==> config.mk <==
export PLATFORM = sky130hd
export DESIGN_NAME = bram_wr_port
export DESIGN_NICKNAME = d
export VERILOG_FILES = /design/src/rtl/bram_wr_port.sv
export SDC_FILE = /design/constraint.sdc
export NUM_CORES = 1
export LEC_CHECK = 0
export ABC_AREA = 1
export CORE_ASPECT_RATIO = 1.2
export CORE_MARGIN = 4
export CORE_UTILIZATION = 54
export DETAILED_ROUTE_END_ITERATION = 10
export PLACE_DENSITY = 0.95
export SETUP_SLACK_MARGIN = 0.1
export SLEW_MARGIN = 20
export SYNTH_ARGS = -nofsm -noshare
export SYNTH_HDL_FRONTEND = slang
export SYNTH_SLANG_ARGS = --single-unit
export TNS_END_PERCENT = 30
==> constraint.sdc <==
create_clock -name clk -period 5.2 [get_ports clk]
set_input_delay 0.52 -clock clk [delete_from_list [all_inputs] [get_ports clk]]
set_output_delay 0.52 -clock clk [all_outputs]
set_load 0.05 [all_outputs]
==> src/rtl/bram_wr_port.sv <==
// Burst write port: takes a (base, len) command and a valid/ready data stream and
// writes the words to sequential BRAM addresses, pulsing done when the burst ends.
module bram_wr_port #(
    parameter int unsigned W_DATA = 8,
    parameter int unsigned W_ADDR = 12
) (
    input  logic              clk,
    input  logic              rst,
    input  logic              cmd_valid,
    output logic              cmd_ready,
    input  logic [W_ADDR-1:0] cmd_base,
    input  logic [W_ADDR:0]   cmd_len,
    input  logic              data1_valid,
    output logic              data1_ready,
    input  logic [W_DATA-1:0] data1,
    output logic              ena,
    output logic              wea,
    output logic [W_ADDR-1:0] addra,
    output logic [W_DATA-1:0] dia,
    output logic              busy,
    output logic              done,
    output logic [W_ADDR:0]   wr_count
);

    localparam int unsigned W_CNT = W_ADDR + 1;

    typedef enum logic [1:0] {
        IDLE  = 2'd0,
        WRITE = 2'd1,
        DONE  = 2'd2
    } state_t;

    state_t            state;
    state_t            state_nxt;
    logic [W_ADDR-1:0] addr_reg;
    logic [W_CNT-1:0]  remaining;
    logic              cmd_acc_c;
    logic              beat_acc_c;

    assign cmd_acc_c  = cmd_valid & cmd_ready;
    assign beat_acc_c = data1_valid & data1_ready;

    // State register
    always_ff @(posedge clk or posedge rst) begin
        if (rst) begin
            state <= IDLE;
        end else begin
            state <= state_nxt;
        end
    end

    // Next-state logic
    always_comb begin
        state_nxt = state;
        case (state)
            IDLE: begin
                if (cmd_acc_c) begin
                    state_nxt = (cmd_len != W_CNT'(0)) ? WRITE : DONE;
                end
            end
            WRITE: begin
                if (beat_acc_c && (remaining == W_CNT'(1))) begin
                    state_nxt = DONE;
                end
            end
            DONE:    state_nxt = IDLE;
            default: state_nxt = IDLE;
        endcase
    end

    // Handshake and status decoded from the state register only
    always_comb begin
        cmd_ready   = 1'b0;
        data1_ready = 1'b0;
        busy        = 1'b1;
        done        = 1'b0;
        case (state)
            IDLE: begin
                cmd_ready = ~rst;
                busy      = 1'b0;
            end
            WRITE:   data1_ready = 1'b1;
            DONE:    done = 1'b1;
            default: busy = 1'b0;
        endcase
    end

    // Address/count tracking and registered BRAM strobe
    always_ff @(posedge clk or posedge rst) begin
        if (rst) begin
            addr_reg  <= '0;
            remaining <= '0;
            wr_count  <= '0;
            ena       <= 1'b0;
            addra     <= '0;
            dia       <= '0;
        end else begin
            ena <= beat_acc_c;
            if (cmd_acc_c) begin
                addr_reg  <= cmd_base;
                remaining <= cmd_len;
                wr_count  <= '0;
            end else if (beat_acc_c) begin
                addra     <= addr_reg;
                dia       <= data1;
                addr_reg  <= addr_reg + W_ADDR'(1);
                remaining <= remaining - W_CNT'(1);
                wr_count  <= wr_count + W_CNT'(1);
            end
        end
    end

    assign wea = ena;

endmodule

==> flow_metrics.tcl <==
set metrics [dict create \
    outcome "completed" \
    wirelength_mm 8.44 \
    slowest_stage "clkdlybuf4s50_1" \
    cp_max_fo 4 \
    antenna_found_initial 0 \
    post_route_cells_drive_above_1_share_pct 5.46 \
    diodes 0 \
    synth_warnings 0 \
    grt_max_degree 62 \
    start_util_pct 55.7 \
    clk-insertion-delay-late_ns 0.34 \
    synth_nets 495 \
    crit_path_end_kind "output pin" \
    vias 3257 \
    drv_cap 0 \
    path_cells "inv_1, ha_1, inv_1, nor2_1, clkdlybuf4s50_1" \
    die_w_um 79.9 \
    cpMostUsedCell "inv_1" \
    timing.rr.end "addr_reg[4]" \
    drc 0 \
    vias_per_cell 5.31 \
    hold_buffers 0 \
    cp_data_required_time_ns 4.68 \
    critical_path.max_stage_delay_ns 0.81 \
    worst_r2r_path_depth 7 \
    fillers 446 \
    root_buffer "clkbuf_8" \
    post_drt_wl_per_cell_um 13.8 \
    fp.dieH_um 94.3 \
    reg_top3 "remaining (13), wr_count (13)" \
    holdPathEnd "dia[5]" \
    numCtsBuffers 9 \
    setup_viol 0 \
    cts_setup_buffers 0 \
    drt_first_pass_iters 5 \
    hold_start "dia[5]" \
    relSlewSlack_pct 49.0 \
    grt_pass1_wl_mm 14.0 \
    cts_tree "built" \
    startpoint_type "flip-flop" \
    leakagePower_nw 2.04 \
    synth_area_per_cell_um2 7.43 \
    overflow 0 \
    clkTransAtPathRegs_ns 0.06 \
    fmax_mhz 381 \
    final_common_cell "nand2_1" \
    rows 31 \
    fin_crit_ns 2.63 \
    power_mw 2.41 \
    rsz0062_at_grt "false" \
    clock_skew_ns 0.00606 \
    criticalPathCategory "flip-flop to output pin" \
    ys_seq_area_share_pct 45.6 \
    mostFrequentLayoutCells "141 x nand2_1, 75 x clkdlybuf4s50_1, 61 x dfrtp_1" \
    grt_pass1_vias 3183 \
    h-tree-depth 3 \
    netlist_instances 451 \
    min_path_cells 2 \
    grtUsageTotal_pct 23.4 \
    core-area_um2 6010 \
    finalCritPeriodShare_pct 50.5 \
    synth_area_um2 3350 \
    synth_cell_type_count 30 \
    path_buf_inv 3 \
    die-area_um2 7530 \
    drv_slew 0 \
    portBuffers 75 \
    syn_to_final_growth_pct 27.5 \
    tightest_slew_ns 0.765 \
    clock-sinks 61 \
    vdd_drop_max_mv 0.385 \
    ctsResizeCount 0 \
    dp.final_hpwl_mm 5.83 \
    dpl.cell_count 597 \
    fin_nets 570 \
    antenna_left 0 \
    synth-seq-cells 61 \
    cts.path.max_buffers 2 \
    gp_congestion 0.859 \
    crit_arrival_ns 2.11 \
    ios 76 \
    rrSetupSlack_ns 2.76 \
    r2r_start "state[0]" \
    power_density_nw_per_um2 564 \
    layout.cells.non_filler 613 \
    setup_tns_ns 0 \
    crit_family "buffers and inverters" \
    hold_path.class "flip-flop to flip-flop" \
    final-hold-violation-count 0 \
    first_iter_violations 221 \
]
## power by group
part	switching (mW)	leakage (nW)	internal [mW]
clock network	0.188	0.0764	0.172
registers	0.147	0.780	0.655
logic	0.841	1.18	0.408
## kinds of logic after synthesis
logic type | after synthesis | synth area share [%]
AOI/OAI and AO/OA | 54 | 9.49
xor gates and xnor gates | 3 | 0.785
adders and majority gates | 7 | 2.61
buffers and inverters | 73 | 9.82
DFF | 61 | 45.6
and+or+nand+nor | 253 | 31.7
## metal layers
layer  up-vias  wire length [um]  GRT usage (%)
met1      1536              3400           27.5
met2       124              4350           41.1
met5         -                 0              0
met3        24               512           5.28
met4         0               172           9.15
li1       1573                 -              -
## cell usage after synthesis
master    instances  area (um^2)
buf_2             3         15.0
nand2_1         141          529
nor2_2            3         18.8
clkinv_2          1         5.00
nand3_1          38          190
ha_1              7         87.6
buf_4             3         22.5
o211ai_1          5         37.5
nand3_4           1         17.5
xnor2_1           1         8.76
o21bai_1          4         30.0
o211ai_2          1         12.5
o221ai_2          1         15.0
inv_1            57          214
nor2_1           55          206
o21ai_0          30          150
inv_2             3         11.3
nand3b_1          3         22.5
o21ai_1           1         5.00
a21oi_1          10         50.1
nor3_1            2         10.0
buf_6             5         56.3
xor2_1            2         17.5
clkbuf_2          1         5.00
nor2_4            1         11.3
dfrtp_1          61         1530
nand2_2           3         18.8
o221ai_1          1         8.76
nand4_1           6         37.5
a22o_1            1         8.76
## worst register-to-register path, cell delays in order (launching register included)
cell and delay [ns]:
dfrtp_1 0.41, inv_1 0.11, ha_1 0.27, nand3_4 0.20, nand2_2 0.59, inv_2 0.42, nand2_1 0.20, o211ai_1 0.11
## layout make-up
type	instances	area (um^2)	area share (%)
Clock buffer	12	135	3.16
Inverter	61	230	5.39
Tap cell	82	103	2.40
Multi-Input combinational cell	317	1490	35.0
Timing Repair Buffer	76	758	17.8
Clock inverter	4	25.0	0.586
Sequential cell	61	1530	35.7
## worst max-delay path by stage
stage	startpoint	end	slack (ns)	cells after the start
6_report	state[0]	cmd_ready	2.57	5
5_1_grt	state[0]	cmd_ready	2.49	5
4_1_cts	state[0]	cmd_ready	2.56	5
3_5_place_dp	cmd_valid	addr_reg[7]	2.54	6
3_3_place_gp	cmd_valid	wr_count[1]	2.60	5
2_1_floorplan	rst	addr_reg[9]	2.41	8
## per-stage QoR
stage	cell area (um^2)	util [%]	worst slack, ns	hold slack, ns
after floorplan	3350	-	2.41	0.492
after global placement	4110	68.4	2.60	0.470
after detailed placement	4110	68.4	2.54	0.464
after CTS	4270	71.1	2.56	0.482
after global routing	4270	71.1	2.49	0.519
final	4270	71.1	2.57	0.479
Power figures use the tool's default switching activity.
